## src/rtl/hazard_scoreboard.sv

```systemverilog
// Hazard and forwarding controller: tracks in-flight destinations per post-Decode
// stage, stalls Decode on unforwardable hazards and registers Execute forward selects.
module hazard_scoreboard #(
  parameter int REG_AW     = 5,
  parameter int STAGES     = 3,
  parameter int ALU_READY  = 1,
  parameter int LOAD_READY = 2,
  parameter int BR_STAGE   = 2,
  parameter int CNT_W      = 32,
  parameter int FW_W       = $clog2(STAGES + 1)
) (
  input  logic              Clk,
  input  logic              Rst,
  input  logic              IssueValid,
  input  logic [REG_AW-1:0] IssueRs,
  input  logic [REG_AW-1:0] IssueRt,
  input  logic              IssueUsesRs,
  input  logic              IssueUsesRt,
  input  logic [REG_AW-1:0] IssueDest,
  input  logic              IssueWrites,
  input  logic              IssueIsLoad,
  input  logic              BranchTaken,
  output logic              StallD,
  output logic              FlushD,
  output logic [FW_W-1:0]   ForwardAE,
  output logic [FW_W-1:0]   ForwardBE,
  output logic              ValidE,
  output logic [CNT_W-1:0]  StallCount,
  output logic [CNT_W-1:0]  FlushCount
);

  if (!(ALU_READY >= 0 && ALU_READY <= LOAD_READY && LOAD_READY <= STAGES - 1)) begin : g_bad_ready
    $error("hazard_scoreboard: need ALU_READY <= LOAD_READY <= STAGES-1");
  end
  if (!(BR_STAGE >= 1 && BR_STAGE <= STAGES - 1)) begin : g_bad_br
    $error("hazard_scoreboard: need 1 <= BR_STAGE <= STAGES-1");
  end

  logic              vld_q  [STAGES];
  logic [REG_AW-1:0] dest_q [STAGES];
  logic              wr_q   [STAGES];
  logic              ld_q   [STAGES];

  logic              hit_a, ok_a, hit_b, ok_b;
  logic [FW_W-1:0]   sel_a, sel_b;
  logic              issue_d;
  logic [FW_W-1:0]   fwd_a_d, fwd_b_d, fwd_a_q, fwd_b_q;
  logic [CNT_W-1:0]  stall_cnt_d, stall_cnt_q, flush_cnt_d, flush_cnt_q;

  // Scans oldest to youngest so the youngest producer is the one left standing.
  // A producer retiring this edge is visible through the write-first register file.
  function automatic void lookup(input  logic [REG_AW-1:0] src,
                                 input  logic              uses,
                                 output logic              hit,
                                 output logic              ok,
                                 output logic [FW_W-1:0]   sel);
    hit = 1'b0;
    ok  = 1'b1;
    sel = '0;
    for (int s = STAGES - 1; s >= 0; s--) begin
      if (uses && src != '0 && vld_q[s] && wr_q[s] && dest_q[s] == src) begin
        hit = 1'b1;
        ok  = (s + 1 >= (ld_q[s] ? LOAD_READY : ALU_READY));
        sel = (s + 1 <= STAGES - 1) ? FW_W'(s + 1) : '0;
      end
    end
  endfunction

  always_comb begin
    lookup(IssueRs, IssueUsesRs, hit_a, ok_a, sel_a);
    lookup(IssueRt, IssueUsesRt, hit_b, ok_b, sel_b);
  end

  assign FlushD  = BranchTaken & ~Rst;
  assign StallD  = ~Rst & IssueValid & ~BranchTaken & ((hit_a & ~ok_a) | (hit_b & ~ok_b));
  assign issue_d = IssueValid & ~StallD & ~BranchTaken;

  always_comb begin
    fwd_a_d     = issue_d ? sel_a : '0;
    fwd_b_d     = issue_d ? sel_b : '0;
    stall_cnt_d = stall_cnt_q;
    flush_cnt_d = flush_cnt_q;
    if (StallD && stall_cnt_q != '1)
      stall_cnt_d = stall_cnt_q + CNT_W'(1);
    if (BranchTaken && flush_cnt_q != '1)
      flush_cnt_d = flush_cnt_q + CNT_W'(1);
  end

  // Control state: valid bits, forward selects and counters.
  always_ff @(posedge Clk or posedge Rst) begin
    if (Rst) begin
      for (int s = 0; s < STAGES; s++) vld_q[s] <= 1'b0;
      fwd_a_q     <= '0;
      fwd_b_q     <= '0;
      stall_cnt_q <= '0;
      flush_cnt_q <= '0;
    end else begin
      vld_q[0] <= issue_d;
      for (int s = 1; s < STAGES; s++)
        vld_q[s] <= vld_q[s-1] & ~(BranchTaken & (s < BR_STAGE - 1));
      fwd_a_q     <= fwd_a_d;
      fwd_b_q     <= fwd_b_d;
      stall_cnt_q <= stall_cnt_d;
      flush_cnt_q <= flush_cnt_d;
    end
  end

  // Entry payload only matters while its valid bit is set.
  always_ff @(posedge Clk) begin
    dest_q[0] <= IssueDest;
    wr_q[0]   <= IssueWrites;
    ld_q[0]   <= IssueIsLoad;
    for (int s = 1; s < STAGES; s++) begin
      dest_q[s] <= dest_q[s-1];
      wr_q[s]   <= wr_q[s-1];
      ld_q[s]   <= ld_q[s-1];
    end
  end

  assign ValidE     = vld_q[0];
  assign ForwardAE  = fwd_a_q;
  assign ForwardBE  = fwd_b_q;
  assign StallCount = stall_cnt_q;
  assign FlushCount = flush_cnt_q;

endmodule

```

## config.mk

```make
export PLATFORM = sky130hd
export DESIGN_NAME = hazard_scoreboard
export DESIGN_NICKNAME = d
export VERILOG_FILES = /design/src/rtl/hazard_scoreboard.sv
export SDC_FILE = /design/constraint.sdc
export NUM_CORES = 1
export LEC_CHECK = 0
export CORE_MARGIN = 4
export CORE_UTILIZATION = 40
export DETAILED_ROUTE_END_ITERATION = 8
export PLACE_DENSITY = 0.67
export RECOVER_POWER = 25
export SKIP_LAST_GASP = 1
export SLEW_MARGIN = 20
export SYNTH_ARGS = -nofsm -noshare
export SYNTH_HDL_FRONTEND = slang
export SYNTH_SLANG_ARGS = --single-unit
```

## constraint.sdc

```tcl
create_clock -name Clk -period 13.9 [get_ports Clk]
set_input_delay 4.17 -clock Clk [delete_from_list [all_inputs] [get_ports Clk]]
set_output_delay 4.17 -clock Clk [all_outputs]
set_load 0.05 [all_outputs]
```

==> reports/metrics.csv <==
stage,metric,value,unit
critical_path,path_buf_inv,3,
synth,ys_types,44,
synth,ys_seq_area_frac,0.516,
synth,synth.avg_cell_area,11.0,sq um
critical_path,cp_data_required_time,9.73,ns
status,outcome,finished with violations,
finish,final_cell_mix,"clkdlybuf4s50_1, dfrtp_1, xor2_1",
timing,final-max-slew-violation-count,71,
finish,fin_cells,591,
critical_path,critPathSlowestCell,clkdlybuf4s50_1,
clocking,cts_tree,yes,
timing,skew,0.0107,ns
finish,area_growth,32.2,%
clocking,cts_resized,0,
timing,min_period,10.93,ns
finish,drive_above_1_share,0.0887,
critical_path,crit_type,primary input to primary output,
clocking,clockBufferDepth,2,
floorplanning,core,0.00937,sq mm
synth,synthCells,355,
synth,yosys_warnings,0,
finish,nFillCells,863,
routing,dr.pass1.iters,4,
synth,yosys.area.top_type_share,0.449,
timing,rsz0062_at_grt,false,
clocking,h-tree-depth,3,
routing,via_count,2880,
critical_path,cp_max_fo,14,
place,gp_congestion,0.864,
timing,worstMarginPinSlew,3.70,ns
finish,final_nets,483,
pwr,leakage,0.00221,uW
grt,grt_pass1_vias,2916,
clocking,cts.reportedPaths.clkPinSlew,0.07,ns
synth,ys_ff_latch,83,
synth,synth_top_area_cell,dfrtp_1,
critical_path,cp_top_family,buffers and inverters,
floorplanning,die_width,107,microns
routing,ant_nets,0,
routing,drt_iter0_markers,76,
routing,finalWirelength,8640,microns
flow_run,cap_viol_max_count,1,
timing,max_freq,0.0915,GHz
synth,synth-edff-count,0,
critical_path,critPathCaptureType,primary output,
place,hpwl,6630,microns
pwr,power_density,101,mW/mm^2
critical_path,cp_cell_sequence,clkdlybuf4s50_1 -> or4_1 -> o21ai_1 -> nor4_4 -> o21ai_4 -> inv_1 -> clkdlybuf4s50_1,
grt,grt_max_degree,71,
clocking,post_cts_buffers,0,
timing,setup_viol_count_final,0,
place,io_buffers,93,
synth,syn_nets,380,
pwr,ir_drop,117,uV
synth,synth_area,0.00390,sq mm
timing,setup_tns,0,ns
synth,yosys-top-cells-area,"dfrtp_1, xor2_1, xnor2_1",
routing,drc,0,
clocking,hold_buffers,0,
timing,timing.final.crit_share,0.787,
critical_path,start_kind,primary input,
routing,viasPerCell,4.87,
critical_path,cp.arrival,6.76,ns
critical_path,crit_path_frequent_cell,clkdlybuf4s50_1,
clocking,clock_sinks,83,
synth,synth_ff_type,dfrtp_1,
routing,wire_per_inst,14.6,microns
grt,overflow,0,
finish,final_util,0.550,
floorplanning,fp.dieH,107,microns
finish,final_common_cell,clkdlybuf4s50_1,
grt,grt_pass1_wl,14600,microns
critical_path,slowest_delay,0.72,ns
floorplanning,io_pins,94,
timing,hold_viol,0,
clocking,root_buffer,clkbuf_8,
grt,grtUsageTotal,0.158,
status,violations,"capacitance limit, slew limit",
finish,insertedDiodeCount,0,
place,dpl.cell_count,576,
clocking,cts_buffers,9,
floorplanning,rows,35,
pwr,finalPower,521,uW
floorplanning,die_area,0.0114,sq mm
clocking,clock_latency,0.34,ns
floorplanning,start_util,0.416,
timing,relSlewSlack,-1.47,
hold_path,hp-class,flop to flop,
synth,synthArstFlopShare,0.843,
grt,antenna_found_initial,0,
-- synth_stat cells (2+ instances only) --
cell type and number:
nand4_2 2, inv_1 18, nor4_4 2, nor4_1 8, nor2_1 22, or3_1 2, or4_1 4, xnor2_1 40
xor2_1 41, dfrtp_1 70, nor2b_1 3, nand3_1 23, and4_2 2, dfxtp_1 13, and3_1 6, nor4b_2 2
nor3_1 20, nand2_2 2, o21bai_1 2, nand2_1 24, nor3_2 6, buf_6 2, and3_2 2, ha_1 2
nand4_1 17, nor4_2 2
-- cell type report --
cell class,count,area (sq um),share of cell area
flip-flops and latches,83,2010,0.390
multi-input cells,252,1800,0.348
repair buffers,94,935,0.181
well taps,129,161,0.0313
clock buffers,13,149,0.0289
inverters,18,67.6,0.0131
clock inverters,2,37.5,0.00728
-- stage by stage --
stage	setup WS (ns)	cell area, sq um	hold WS [ns]
final	2.97	5160	0.356
after CTS	2.96	5160	0.358
after floorplan	3.02	3900	0.331
after global routing	2.86	5160	0.364
after global placement	3.00	4980	0.339
after detailed placement	2.96	4980	0.343
-- cell families after synthesis --
| group | Yosys count | synth area share |
|---|---|---|
| AO/OA/AOI/OAI | 10 | 0.0260 |
| XOR/XNOR | 81 | 0.182 |
| adder cells (fa/ha/maj) | 2 | 0.00642 |
| buffers and inverters | 20 | 0.0231 |
| flip-flops | 83 | 0.516 |
| multiplexers | 1 | 0.00289 |
| AND/OR/NAND/NOR | 158 | 0.244 |
-- where the power goes --
part | switching (uW) | internal (uW)
registers | 14.9 | 252
clock network | 80.1 | 87.3
logic | 54.4 | 32.5
-- registers in the layout (all words and copies together), names as in the netlist --
name / count
wr_q: 2
FlushCount: 32
ValidE: 1
ForwardAE: 2
StallCount: 32
ld_q: 1
dest_q: 10
ForwardBE: 2
vld_q: 1
-- per-layer routing --
metal | wire (microns) | up-vias | track usage
met3 | 470 | 12 | 0.0373
met1 | 3920 | 1368 | 0.211
met4 | 106 | 0 | 0.0566
met2 | 4150 | 69 | 0.253
li1 | - | 1431 | -
met5 | 0 | - | 0
-- path summary, 6_finish.rpt --
| check | start | endpoint | slack [ns] | depth (start not counted) |
|---|---|---|---|---|
| setup reg to reg | StallCount[0] | StallCount[1] | 11.50 | 6 |
| min in group asynchronous | Rst | StallCount[2] | 5.81 | 3 |
| max in group asynchronous | Rst | FlushCount[0] | 6.05 | 3 |
| hold / removal | wr_q[0][0] | wr_q[0][1] | 0.36 | 0 |
| hold reg to reg | wr_q[0][0] | wr_q[0][1] | 0.36 | 0 |
| setup / recovery | IssueRt[2] | StallD | 2.97 | 7 |
Power figures use the tool's default switching activity.
==> variant, RTL diff (config.mk and constraints unchanged) <==
Change the parameter `REG_AW` from 5 to 6.
--- a/src/rtl/hazard_scoreboard.sv
+++ b/src/rtl/hazard_scoreboard.sv
@@ -1,7 +1,7 @@
 // Hazard and forwarding controller: tracks in-flight destinations per post-Decode
 // stage, stalls Decode on unforwardable hazards and registers Execute forward selects.
 module hazard_scoreboard #(
-  parameter int REG_AW     = 5,
+  parameter int REG_AW     = 6,
   parameter int STAGES     = 3,
   parameter int ALU_READY  = 1,
   parameter int LOAD_READY = 2,
Interface: changed (resized IssueDest, IssueRs and IssueRt); port bits go from 94 to 97. No check against the original RTL was run, so the function may have changed too.
==> variant against the unedited design <==
  * The run still ends with max-capacitance violations, max-slew violations left
  * Sequential cell count is 2 higher
  * Clock power is 9% lower
  * Worst setup slack worse by 330 ps
  * Power hardly changed
  * Critical path depth stayed put
  * Routed wire length is 7.1% higher
  * Synthesized area is 3.2% higher
  * Cell area is 2.1% higher
==> variant: results (changes against the unedited design) <==
Synthesis
The commonest cells after synthesis are sky130_fd_sc_hd__dfrtp_1 (70), sky130_fd_sc_hd__xnor2_1 (56), sky130_fd_sc_hd__nand3_1 (30). The share of flip-flops with an asynchronous set or reset is 82.4% (-2.0 points). The post-synthesis mux area share came to 0.808% (+0.52 points). The adder and majority cell fraction of the synthesized area was 0.622% (-0.020 points).

By area the synthesized netlist is led by sky130_fd_sc_hd__dfrtp_1 (44%), sky130_fd_sc_hd__xnor2_1 (12%), sky130_fd_sc_hd__dfxtp_1 (7.5%), sky130_fd_sc_hd__xor2_1 (6.3%), sky130_fd_sc_hd__and3_1 (3.9%). The number of different library cells in the post-synthesis netlist is 40 (-9.1%). The parity-gate share of the synthesized area counting xor and xnor cells was 18.5% (+0.31 points).

Global route
The via count of the first global-routing pass is 3051 (+4.6%). The global-route wire length before repair is 15200 um (+4.2%). The met1 global-route usage came to 23.1% (+2.0 points). The fraction of met3 tracks used by global routing is 4.42% (+0.69 points).

Power
The cell-internal power came to 0.000360 W (-3.2%). The reported leakage power is 2.21 nW (-0.15%). The combinational cell power was 0.0000935 W (+7.5%). The proportion of power drawn by the clock network came to 29.1% (-3.0 points).

Route
The per-cell routed wire length is 15.6 um (+6.9%). The via count of the routed design is 3031 (+5.2%). The routed wire length on met3 was 599 um (+27%). The number of DRC markers after the initial detailed-route iteration is 120 (+58%). The post-route met1 wirelength was 4450 um (+14%).

Outcome
The run finished, with violations left. The checks that failed: max-capacitance violations, max-slew violations.

Critical path
The arrival time at the worst endpoint was 7090 ps (+330 ps). The most critical setup path has its startpoint at BranchTaken. The largest driver fanout on the critical path is 34 (+20).

STA
The max-slew violation count is 71 (unchanged). The setup skew after layout is 12.5 ps (+1.82 ps).

Job
The number of max-capacitance violations reported was 1 (unchanged).

Placed design
The final RePlAce weighted congestion is 0.957 (+11%). The total of buffers placed on input and output ports is 96 (+3.2%). The half-perimeter wire length of the detailed placement result is 6670 um (+0.65%).

Finish
The fraction of final layout cells with drive strength greater than 1 was 7.41% (-1.5 points).
==> variant: area by class of cell <==
| class | count | share of cell area, % |
|---|---|---|
| Inverter | 4 | 0.285 |
| Clock inverter | 4 | 0.475 |
| Tap cell | 133 | 3.16 |
| Timing Repair Buffer | 98 | 18.5 |
| Multi-Input combinational cell | 256 | 36.1 |
| Sequential cell | 85 | 39.0 |
| Clock buffer | 12 | 2.57 |
==> variant: metrics by stage <==
| step | cell area [sq um] | setup WS [ps] | total power (W) | instances | hold slack, ps |
|---|---|---|---|---|---|
| 2_1_floorplan | 4020 | 2840 | 0.000338 | 353 | 331 |
| 3_3_place_gp | 5110 | 2790 | 0.000375 | 576 | 341 |
| 3_5_place_dp | 5110 | 2760 | 0.000377 | 576 | 350 |
| 4_1_cts | 5270 | 2740 | 0.000528 | 592 | 363 |
| 5_1_grt | 5270 | 2540 | 0.000545 | 592 | 370 |
| 6_report | 5270 | 2640 | 0.000522 | 592 | 363 |
